## src/rtl/pulse_sync_sched.sv

```systemverilog
// rtl/pulse_sync_sched.sv - round-robin scheduler issuing spaced pulses into a shared toggle synchroniser
// Requesters post one-cycle events; one is granted per syncPulse, with at least GAP+1 cycles between pulses.
module pulse_sync_sched #(
  parameter int NREQ = 4,
  parameter int GAP  = 6
) (
  input  logic            genClk,
  input  logic            hardReset_n,
  input  logic            enable,
  input  logic [NREQ-1:0] reqPulse,
  input  logic            ovfClear,
  output logic            syncPulse,
  output logic [2:0]      chanId,
  output logic [NREQ-1:0] grantVec,
  output logic [NREQ-1:0] pendingVec,
  output logic [NREQ-1:0] ovfVec,
  output logic            busy
);

  typedef enum logic [1:0] {IDLE, ISSUE, SPACE} state_t;

  state_t          state, state_nxt;
  logic [3:0]      space_cnt;
  logic [2:0]      last_grant;
  logic [2:0]      winner;
  logic [2:0]      idx;
  logic [7:0]      pend8;
  logic [NREQ-1:0] win_vec;
  logic [NREQ-1:0] clr_vec;
  logic            start;

  // Walk from farthest to nearest so the first pending slot after last_grant wins.
  always_comb begin
    pend8  = 8'(pendingVec);
    winner = last_grant;
    idx    = '0;
    for (int k = NREQ; k >= 1; k--) begin
      idx = 3'((int'(last_grant) + k) % NREQ);
      if (pend8[idx]) winner = idx;
    end
  end

  assign win_vec = NREQ'(1) << winner;
  assign clr_vec = (state == ISSUE) ? (NREQ'(1) << chanId) : '0;

  // The final SPACE cycle may launch the next grant directly, giving GAP+1 spacing.
  assign start = enable && (|pendingVec) &&
                 ((state == IDLE) || ((state == SPACE) && (space_cnt == 4'd0)));

  always_comb begin
    state_nxt = state;
    case (state)
      IDLE:    if (start) state_nxt = ISSUE;
      ISSUE:   state_nxt = SPACE;
      SPACE:   if (space_cnt == 4'd0) state_nxt = start ? ISSUE : IDLE;
      default: state_nxt = IDLE;
    endcase
  end

  always_ff @(posedge genClk or negedge hardReset_n) begin
    if (!hardReset_n) begin
      state      <= IDLE;
      space_cnt  <= '0;
      syncPulse  <= 1'b0;
      grantVec   <= '0;
      chanId     <= '0;
      pendingVec <= '0;
      ovfVec     <= '0;
      busy       <= 1'b0;
      last_grant <= 3'(NREQ - 1);
    end else begin
      state      <= state_nxt;
      syncPulse  <= start;
      grantVec   <= start ? win_vec : '0;
      busy       <= (state_nxt != IDLE);
      // A request coinciding with its own clear re-queues; otherwise a busy slot overflows.
      pendingVec <= (pendingVec & ~clr_vec) | reqPulse;
      ovfVec     <= (ovfVec & ~{NREQ{ovfClear}}) | (reqPulse & pendingVec & ~clr_vec);
      if (start) begin
        chanId     <= winner;
        last_grant <= winner;
      end
      if (state == ISSUE) space_cnt <= 4'(GAP - 1);
      else if ((state == SPACE) && (space_cnt != 4'd0)) space_cnt <= space_cnt - 4'd1;
    end
  end

endmodule

```

## config.mk

```make
export PLATFORM = sky130hd
export DESIGN_NAME = pulse_sync_sched
export DESIGN_NICKNAME = d
export VERILOG_FILES = /design/src/rtl/pulse_sync_sched.sv
export SDC_FILE = /design/constraint.sdc
export NUM_CORES = 1
export LEC_CHECK = 0
export ABC_CLOCK_PERIOD_IN_PS = 2600
export BUFFER_PORTS_ARGS = -buffer_cell sky130_fd_sc_hd__buf_2
export CORE_MARGIN = 2
export CORE_UTILIZATION = 52
export CTS_CLUSTER_SIZE = 16
export DETAILED_ROUTE_END_ITERATION = 8
export PLACE_DENSITY = 0.77
export SLEW_MARGIN = 20
export SYNTH_ARGS = -nofsm -noshare
export SYNTH_HDL_FRONTEND = slang
export SYNTH_SLANG_ARGS = --single-unit
```

## constraint.sdc

```tcl
create_clock -name genClk -period 2.6 [get_ports genClk]
set_input_delay 0.39 -clock genClk [delete_from_list [all_inputs] [get_ports genClk]]
set_output_delay 0.39 -clock genClk [all_outputs]
set_load 0.01 [all_outputs]
```

==> run_results.csv, run 1 <==
group,metric,value,unit
status,status,"finished, final reports clean",
logic_synthesis,synth_compound_area_share,20.20,%
detailed_routing,wirelength,2.094,mm
power_and_ir_drop,sequentialPowerShare,49.4,%
power_and_ir_drop,power,0.001354,W
logic_synthesis,synthAdderAreaFrac,1.104,%
die,die_w,50.69,um
global_route,track_usage,20.18,%
detailed_routing,drt-initial-drc-count,15,
global_route,grt_pass1_wl,3.829,mm
setup_path,critPathKind,"reg2reg",
global_route,grt_pass1_vias,850,
sta,fin_skew,0.001850,ns
clocking,h-tree-depth,1,
setup_path,ff2ff_setup_slack,0.40,ns
die,num_rows,16,
layout,stdcell_count,154,
setup_path,reg2reg_from,"space_cnt[1]",
layout,syn2layout_area_growth,14.57,%
sta,hold_slack,0.01697,ns
setup_path,slowest_delay,0.58,ns
clocking,cts_tree,"done",
global_route,overflow,0,
setup_path,arrival,2.43,ns
logic_synthesis,syn_area_per_cell,11.11,um^2
detailed_routing,avgViaCountPerCell,5.578,
logic_synthesis,synth-seq-cells,25,
flow_run,maxCapViolCount,0,
global_route,grt_antenna_before_repair,0,
setup_path,reg2reg_to,"chanId[1]",
sta,timing.final.hold_violations,0,
logic_synthesis,muxShareOfSynthArea,3.753,%
clocking,root_buffer,"clkbuf_4",
layout,diodes,0,
detailed_routing,vias,859,
setup_path,setup.worst_path.start,"space_cnt[1]",
die,ioPinCount,25,
detailed_routing,drc,0,
sta,worstMarginPinSlew,0.7330,ns
layout,nNetsFinal,137,
power_and_ir_drop,power.density,1042,nW/um^2
clocking,cts_buffers,3,
setup_path,critical_path.cell_chain,"inv_1 > ha_1 > or3b_4 > a2111oi_4 > a21bo_4 > o21a_1",
power_and_ir_drop,p_int,0.0008340,W
detailed_routing,ant_nets,0,
setup_path,endpoint_kind,"register",
power_and_ir_drop,clkPwrFrac,12.8,%
sta,setup_viol,0,
setup_path,start_kind,"register",
clocking,clkTransAtPathRegs,0.13,ns
clocking,cts_resized,0,
placed_design,portBuffers,24,
placed_design,gp_congestion,0.7800,
placed_design,hpwl,1.577,mm
logic_synthesis,yosysWarnings,0,
sta,timing.final.crit_share,84.61,%
clocking,ctsLongestPathBuffers,2,
power_and_ir_drop,power_frac_comb,37.8,%
power_and_ir_drop,irDropWorstVdd,0.0005272,V
logic_synthesis,syn-num-nets,111,
setup_path,cpMaxStageDelayCell,"a2111oi_4",
die,core_area,2002,um^2
setup_path,reg2reg_depth,6,
sta,setup_tns,0,ns
clocking,insertion_delay,0.32,ns
hold_path,hold_class,"in2async",
die,dieArea,2569,um^2
sta,rsz0062_at_grt,"no",
logic_synthesis,seq_area_frac_synth,55.41,%
layout,drive_above_1_share,29.92,%
sta,period_needed,2.200,ns
logic_synthesis,synth_simple_gate_area_share,14.24,%
die,fp.dieH,50.69,um
logic_synthesis,synth-xor-area-share,0,%
logic_synthesis,synth_top_family_by_area,"compound AO/OA/AOI/OAI gates",
sta,relSlewSlack,50.68,%
die,initial_utilization,56.62,%
logic_synthesis,yosys.cell_types.count,40,
setup_path,crit_path_end,"chanId[1]",
global_route,grt_max_degree,26,
clocking,cts.sinks,25,
setup_path,required,2.83,ns
clocking,holdBufCountCts,0,
sta,clock.fmax,454.6,MHz
detailed_routing,wl_per_cell,13.60,um
sta,maxSlewViolCount,0,
setup_path,crit_fanout,8,
clocking,cts_setup_buffers,0,
placed_design,placedCellCount,150,
detailed_routing,first_pass_iters,4,
logic_synthesis,syn_area,1134,um^2
power_and_ir_drop,p_leak,0.6059,nW
power_and_ir_drop,switchingPower,0.0005196,W
logic_synthesis,synthCells,102,
power_and_ir_drop,swShare,38.39,%
## final cells by class
cell class	count	area, um^2
tap	27	33.78
fill	170	703.2
clock buffer	4	26.28
sequential	25	628.1
multi-input combinational	62	445.4
timing repair buffer	24	120.1
inverter	12	45.04
## logic make-up after synthesis
| kind of cell | Yosys count |
|---|---|
| and+or+nand+nor | 28 |
| AOI/OAI and AO/OA | 29 |
| adders and majority gates | 1 |
| buffers and inverters | 15 |
| DFF | 25 |
| muxes | 4 |
## per-layer routing
| layer | GRT usage (%) | part of all wire [%] |
|---|---|---|
| met3 | 3.869 | 4.7 |
| met5 | 0 | 0 |
| met1 | 26.86 | 46 |
| met2 | 32.24 | 47 |
| met4 | 8.559 | 1.7 |
## layout by cell type (no fill, tap or decap), types with 3 or more instances in the layout
cell,instances
buf_2,24
clkbuf_4,3
inv_1,12
nor2_1,5
dfrtp_1,23
nand2_1,5
o21ai_0,7
a21oi_1,3
## registers in the layout, indices dropped and copies added (netlist names)
| signal | cells |
|---|---|
| state | 2 |
| chanId | 3 |
| busy | 1 |
| ovfVec | 4 |
| grantVec | 4 |
| pendingVec | 4 |
| last_grant | 2 |
| syncPulse | 1 |
| space_cnt | 4 |
## power groups by stage
| stage | clock network (W) | logic, W | registers (W) |
|---|---|---|---|
| 6_report | 0.000173 | 0.000512 | 0.000669 |
| 5_1_grt | 0.000195 | 0.000573 | 0.000695 |
| 4_1_cts | 0.000177 | 0.000517 | 0.000665 |
| 3_5_place_dp | 0 | 0.000513 | 0.000673 |
| 3_3_place_gp | 0 | 0.000489 | 0.000661 |
| 2_1_floorplan | 0 | 0.000358 | 0.000657 |
## critical path, delay by kind of cell (launching register included)
family                     cells  cell delay, ns
AOI/OAI and AO/OA              3            0.98
buffers and inverters          1            0.10
DFF                            1            0.42
and+or+nand+nor                1            0.42
adders and majority gates      1            0.20
## how the worst min path moves through the flow
stage                            from           end  slack (ns)  cells after the start
after global routing      hardReset_n   grantVec[0]        0.05                      1
after detailed placement  hardReset_n  space_cnt[2]        0.40                      1
after floorplan           hardReset_n          busy        0.09                      0
final                     hardReset_n  space_cnt[2]        0.02                      1
after CTS                 hardReset_n  space_cnt[2]        0.04                      1
after global placement    hardReset_n  space_cnt[3]        0.39                      1
## metrics by stage
stage               instance area [um^2]  util, %  setup slack (ns)
floorplan                           1134        -            0.5856
global placement                    1272    63.56            0.4916
detailed placement                  1272    63.56            0.4324
CTS                                 1299    64.88            0.4083
global route                        1299    64.88            0.2772
finish                              1299    64.88            0.4002
## Yosys cell counts
master / instances / area, um^2
a2111oi_0: 1 / 8.760
a2111oi_4: 1 / 27.53
a211o_1: 1 / 8.760
a21bo_4: 1 / 16.27
a21oi_1: 3 / 15.01
a22o_1: 2 / 17.52
a22oi_1: 2 / 15.01
a2bb2oi_1: 1 / 8.760
a31oi_1: 1 / 6.260
and2b_2: 1 / 8.760
and3b_1: 1 / 8.760
buf_4: 1 / 7.510
clkbuf_1: 2 / 7.510
dfrtp_1: 23 / 575.6
dfstp_2: 2 / 52.55
ha_1: 1 / 12.51
inv_1: 12 / 45.04
mux2_2: 2 / 22.52
mux2i_1: 2 / 20.02
nand2_1: 5 / 18.77
nand2b_1: 1 / 6.260
nand3_1: 2 / 10.01
nor2_1: 5 / 18.77
nor2b_1: 1 / 6.260
nor2b_2: 1 / 8.760
nor3_1: 2 / 10.01
nor3b_1: 1 / 7.510
nor4_1: 2 / 12.51
o211ai_1: 1 / 7.510
o21a_1: 2 / 15.01
o21ai_0: 7 / 35.03
o22a_1: 1 / 8.760
o22ai_1: 2 / 12.51
o2bb2ai_1: 2 / 17.52
o41ai_1: 1 / 8.760
or2_2: 2 / 12.51
or2b_1: 1 / 7.510
or3_1: 1 / 6.260
or3b_4: 1 / 11.26
or4_1: 1 / 7.510
Note: power is estimated with default switching activity, not from simulation.
==> inputs of run 2 (changes only) <==
--- a/config.mk
+++ b/config.mk
@@ -5,7 +5,7 @@
 export SDC_FILE = /design/constraint.sdc
 export NUM_CORES = 1
 export LEC_CHECK = 0
-export ABC_CLOCK_PERIOD_IN_PS = 2600
+export ABC_CLOCK_PERIOD_IN_PS = 2300
 export BUFFER_PORTS_ARGS = -buffer_cell sky130_fd_sc_hd__buf_2
 export CORE_MARGIN = 2
 export CORE_UTILIZATION = 52
==> constraint.sdc (replaced) <==
create_clock -name genClk -period 2.3 [get_ports genClk]
set_input_delay 0.345 -clock genClk [delete_from_list [all_inputs] [get_ports genClk]]
set_output_delay 0.345 -clock genClk [all_outputs]
set_load 0.01 [all_outputs]
==> run 2 against run 1 <==
Compared with the run above: the flow now finishes with violations (hold timing); first-iteration DRC count fell by 13%; clock skew rose by 0.0023 ns; non-clock buffer count rose by 3; clock power rose by 8%; fmax rose by 4.2%; via count fell by 1.9%; register-to-register slack got worse by 0.21 ns; power rose by 13%.
==> run_results.csv, run 2 (synthesis results as in run 1) <==
group,metric,value,unit
die,initial_utilization,56.62,%
power_and_ir_drop,power_frac_comb,38.8,%
layout,stdcell_count,157,
sta,clock.fmax,473.7,MHz
power_and_ir_drop,power,0.001531,W
global_route,grt_max_degree,26,
sta,fin_ws,0.1891,ns
setup_path,endpoint_kind,"register",
clocking,h-tree-depth,1,
die,dieArea,2569,um^2
placed_design,pre_cts_ws,0.1135,ns
status,status,"finished, violations left",
setup_path,crit_fanout,5,
clocking,clkTransAtPathRegs,0.12,ns
global_route,track_usage,18.12,%
hold_path,hold_class,"in2async",
detailed_routing,wl_per_cell,13.10,um
global_route,grt_pass1_wl,3.519,mm
power_and_ir_drop,sequentialPowerShare,49.1,%
sta,period_needed,2.111,ns
clocking,root_buffer,"clkbuf_4",
setup_path,start_kind,"register",
detailed_routing,drc,0,
placed_design,portBuffers,24,
flow_run,maxCapViolCount,0,
setup_path,arrival,2.32,ns
power_and_ir_drop,power.density,1159,nW/um^2
power_and_ir_drop,swShare,37.52,%
global_route,overflow,0,
setup_path,cpMaxStageDelayCell,"dfrtp_1",
sta,hold_slack,-0.01038,ns
sta,maxSlewViolCount,0,
layout,drive_above_1_share,31.54,%
setup_path,required,2.50,ns
clocking,ctsLongestPathBuffers,2,
status,violations,"hold timing",
die,num_rows,16,
power_and_ir_drop,switchingPower,0.0005743,W
die,ioPinCount,25,
power_and_ir_drop,irDropWorstVdd,0.0005821,V
sta,fin_skew,0.004123,ns
layout,syn2layout_area_growth,16.56,%
detailed_routing,first_pass_iters,5,
sta,worstMarginPinSlew,0.5642,ns
die,core_area,2002,um^2
layout,layout_common_cells,"24 x buf_2, 23 x dfrtp_1, 12 x inv_1, 7 x o21ai_0",
layout,layout_commonest_cell,"buf_2",
power_and_ir_drop,p_int,0.0009566,W
setup_path,path_delay_family,"flip-flops",
sta,setup_tns,0,ns
global_route,grt_pass1_vias,802,
sta,setup_viol,0,
layout,diodes,0,
setup_path,critical_path.cell_chain,"inv_1 > ha_1 > or3b_4 > a2111oi_4 > buf_4 > mux2_2",
placed_design,hpwl,1.504,mm
setup_path,critPathBufInv,2,
global_route,grt_antenna_before_repair,0,
sta,rsz0062_at_grt,"no",
detailed_routing,drt-initial-drc-count,13,
clocking,cts_tree,"done",
detailed_routing,vias,843,
detailed_routing,ant_nets,0,
sta,relSlewSlack,61.99,%
sta,timing.final.hold_violations,23,
detailed_routing,wirelength,2.056,mm
die,fp.dieH,50.69,um
sta,timing.final.crit_share,91.78,%
setup_path,slowest_delay,0.45,ns
clocking,cts_buffers,3,
power_and_ir_drop,p_leak,0.6215,nW
die,die_w,50.69,um
placed_design,placedCellCount,151,
placed_design,gp_congestion,0.7790,
setup_path,critPathKind,"reg2reg",
layout,nNetsFinal,140,
power_and_ir_drop,clkPwrFrac,12.1,%
clocking,cts.sinks,25,
clocking,insertion_delay,0.31,ns
detailed_routing,avgViaCountPerCell,5.369,
-- run 2: cell count changes in the layout (fill, tap and decap cells not counted) --
cell	delta
buf_4	+3
-- run 2: area by class of cell --
type                       instances  area [um^2]
tap                               27        33.78
sequential                        25        628.1
fill                             170        680.7
clock buffer                       4        26.28
inverter                          12        45.04
timing repair buffer              27        142.6
multi-input combinational         62        445.4
-- run 2: per-layer routing --
metal / GRT usage, % / routed length (um) / vias to the layer above
met5: 0 / 0 / -
met4: 4.054 / 19 / 0
met3: 4.464 / 137 / 4
met2: 29.39 / 950 / 33
met1: 24.66 / 949 / 391
li1: - / - / 415
-- run 2: metrics by stage --
| step | utilization, % | instance area [um^2] |
|---|---|---|
| floorplan | - | 1134 |
| global placement | 63.94 | 1280 |
| detailed placement | 63.94 | 1280 |
| CTS | 65.25 | 1306 |
| global route | 66.00 | 1321 |
| finish | 66.00 | 1321 |
-- run 2: worst register-to-register path, cell delays in order (launching register included) --
cell and delay [ns]:
dfrtp_1 0.45, inv_1 0.09, ha_1 0.20, or3b_4 0.42
a2111oi_4 0.33, buf_4 0.19, mux2_2 0.33
-- run 2: path summary, 6_finish.rpt --
kind                               from             to  slack, ns  cells after the start
max in group asynchronous   hardReset_n  last_grant[0]       1.94                      1
max reg2reg                space_cnt[0]      chanId[0]       0.19                      6
min                         hardReset_n   space_cnt[2]      -0.01                      1
min reg2reg                   ovfVec[1]      ovfVec[1]       0.50                      1
max                        space_cnt[0]      chanId[0]       0.19                      6
min in group genClk         reqPulse[0]  pendingVec[0]       0.22                      3
-- run 2: power by group through the flow --
| stage | Combinational (W) | Clock, W | Sequential [W] |
|---|---|---|---|
| 5_1_grt | 0.000655 | 0.000209 | 0.000778 |
| 3_3_place_gp | 0.000553 | 0 | 0.000747 |
| 2_1_floorplan | 0.000404 | 0 | 0.000743 |
| 4_1_cts | 0.000578 | 0.000193 | 0.000747 |
| 3_5_place_dp | 0.000575 | 0 | 0.000755 |
| 6_report | 0.000594 | 0.000186 | 0.000752 |
-- run 2: timing repair --
action,in CTS,in global routing
endpoints found under the hold margin,0,0
setup buffers,0,2
setup endpoints to repair,0,8
gates resized for setup,0,0
hold buffers,0,0
==> inputs of run 3 (changes only) <==
--- a/config.mk
+++ b/config.mk
@@ -7,11 +7,13 @@
 export LEC_CHECK = 0
 export ABC_CLOCK_PERIOD_IN_PS = 2300
 export BUFFER_PORTS_ARGS = -buffer_cell sky130_fd_sc_hd__buf_2
+export CELL_PAD_IN_SITES_DETAIL_PLACEMENT = 0
+export CELL_PAD_IN_SITES_GLOBAL_PLACEMENT = 1
 export CORE_MARGIN = 2
-export CORE_UTILIZATION = 52
+export CORE_UTILIZATION = 40
 export CTS_CLUSTER_SIZE = 16
 export DETAILED_ROUTE_END_ITERATION = 8
-export PLACE_DENSITY = 0.77
+export PLACE_DENSITY_LB_ADDON = 0.1
 export SLEW_MARGIN = 20
 export SYNTH_ARGS = -nofsm -noshare
 export SYNTH_HDL_FRONTEND = slang
==> run 3 against run 2 <==
Compared with the run above: count of clock-buffer cells in the layout unchanged; cell count up 1.3%; the run now ends clean; global-route usage down 3.2 points; critical path type unchanged; non-clock buffer count down 2; clock power about the same; critical endpoint is now chanId[1].
==> run_results.csv, run 3 (synthesis results as in run 1) <==
group,metric,value,unit
sta,fin_skew,0.002418,ns
clocking,cts_buffers,3,
die,dieArea,3276,um^2
clocking,h-tree-depth,1,
setup_path,reg2reg_from,"space_cnt[1]",
clocking,clkTransAtPathRegs,0.12,ns
detailed_routing,drc,0,
sta,period_needed,2.182,ns
clocking,cts_tree,"done",
clocking,ctsLongestPathBuffers,2,
power_and_ir_drop,power.density,1149,nW/um^2
power_and_ir_drop,irDropWorstVdd,0.0006751,V
detailed_routing,drt-initial-drc-count,19,
layout,stdcell_count,159,
clocking,root_buffer,"clkbuf_4",
detailed_routing,first_pass_iters,4,
placed_design,hpwl,1.636,mm
flow_run,maxCapViolCount,0,
setup_path,reg2reg_depth,6,
hold_path,hold_class,"in2async",
setup_path,ff2ff_setup_slack,0.12,ns
sta,setup_viol,0,
die,core_area,2734,um^2
die,num_rows,19,
sta,rsz0062_at_grt,"no",
layout,layout_commonest_cell,"buf_2",
global_route,grt_pass1_wl,3.801,mm
placed_design,portBuffers,24,
sta,setup_tns,0,ns
layout,diodes,0,
detailed_routing,vias,830,
layout,layout_common_cells,"24 x buf_2, 23 x dfrtp_1, 12 x inv_1, 7 x o21ai_0",
global_route,grt_antenna_before_repair,0,
clocking,insertion_delay,0.30,ns
die,die_w,57.24,um
placed_design,gp_congestion,0.7815,
sta,timing.final.hold_violations,0,
global_route,track_usage,14.97,%
sta,worstMarginPinSlew,0.5522,ns
global_route,overflow,0,
layout,syn2layout_area_growth,15.67,%
power_and_ir_drop,p_leak,0.6113,nW
detailed_routing,wirelength,2.169,mm
placed_design,placedCellCount,155,
setup_path,crit_fanout,8,
sta,timing.final.crit_share,94.85,%
setup_path,endpoint_kind,"register",
status,status,"finished, final reports clean",
die,initial_utilization,41.46,%
setup_path,arrival,2.39,ns
setup_path,required,2.51,ns
detailed_routing,avgViaCountPerCell,5.220,
sta,relSlewSlack,62.80,%
layout,nNetsFinal,138,
setup_path,critPathKind,"reg2reg",
clocking,holdBufCountCts,0,
layout,drive_above_1_share,30.47,%
global_route,grt_pass1_vias,825,
setup_path,start_kind,"register",
setup_path,reg2reg_to,"chanId[1]",
clocking,cts.sinks,25,
clocking,cts_resized,0,
detailed_routing,ant_nets,0,
sta,clock.fmax,458.4,MHz
die,fp.dieH,57.24,um
global_route,grt_max_degree,26,
die,ioPinCount,25,
detailed_routing,wl_per_cell,13.64,um
clocking,cts_setup_buffers,0,
sta,maxSlewViolCount,0,
==> run 3: cell types whose count changed in the layout (fill, tap and decap cells not counted) <==
cell	previous run	this run
buf_4	3	1
==> run 3: worst max-delay path by stage <==
stage | startpoint | slack, ns | cells after the start | to
finish | space_cnt[1] | 0.12 | 6 | chanId[1]
detailed placement | space_cnt[1] | 0.12 | 6 | chanId[1]
floorplan | space_cnt[0] | 0.29 | 5 | chanId[0]
global placement | space_cnt[0] | 0.17 | 5 | chanId[0]
global route | space_cnt[0] | 0.04 | 6 | chanId[1]
CTS | space_cnt[1] | 0.10 | 6 | chanId[1]
==> run 3: through the flow <==
step	worst slack (ns)	instance area, um^2	hold WS, ns	total power (W)	util [%]
after floorplan	0.2856	1134	0.04941	0.001147	-
after global placement	0.1710	1285	0.3645	0.001323	47.00
after detailed placement	0.1215	1285	0.3674	0.001336	47.00
after CTS	0.1016	1311	0.01533	0.001525	47.96
after global routing	0.03660	1311	0.01550	0.001633	47.96
final	0.1185	1311	0.002990	0.001507	47.96
==> run 3: per-layer routing <==
| metal | GRT usage (%) | up-vias | part of all wire [%] | routed length, um |
|---|---|---|---|---|
| met1 | 20.20 | 399 | 48 | 1041 |
| met4 | 5.980 | 0 | 0.78 | 17 |
| met2 | 24.14 | 15 | 48 | 1034 |
| met3 | 2.494 | 2 | 3.5 | 75 |
| li1 | - | 414 | - | - |
| met5 | 0 | - | 0 | 0 |
==> run 3: where the power goes <==
part / switching, W / leakage, nW / internal, W
registers: 0.000170 / 0.289 / 0.000587
logic: 0.000276 / 0.307 / 0.000288
clock network: 0.000119 / 0.0150 / 0.0000676
==> run 3: critical path: stages, from the launching register on <==
cell and delay (ns):
dfrtp_1 0.42, inv_1 0.10, ha_1 0.20, or3b_4 0.42
a2111oi_4 0.55, a21bo_4 0.30, o21a_1 0.10
==> run 3: layout make-up <==
class                           count  area, um^2
Timing Repair Buffer               25       127.6
Tap cell                           31       38.79
Inverter                           12       45.04
Multi-Input combinational cell     62       445.4
Fill cell                         275        1423
Clock buffer                        4       26.28
Sequential cell                    25       628.1
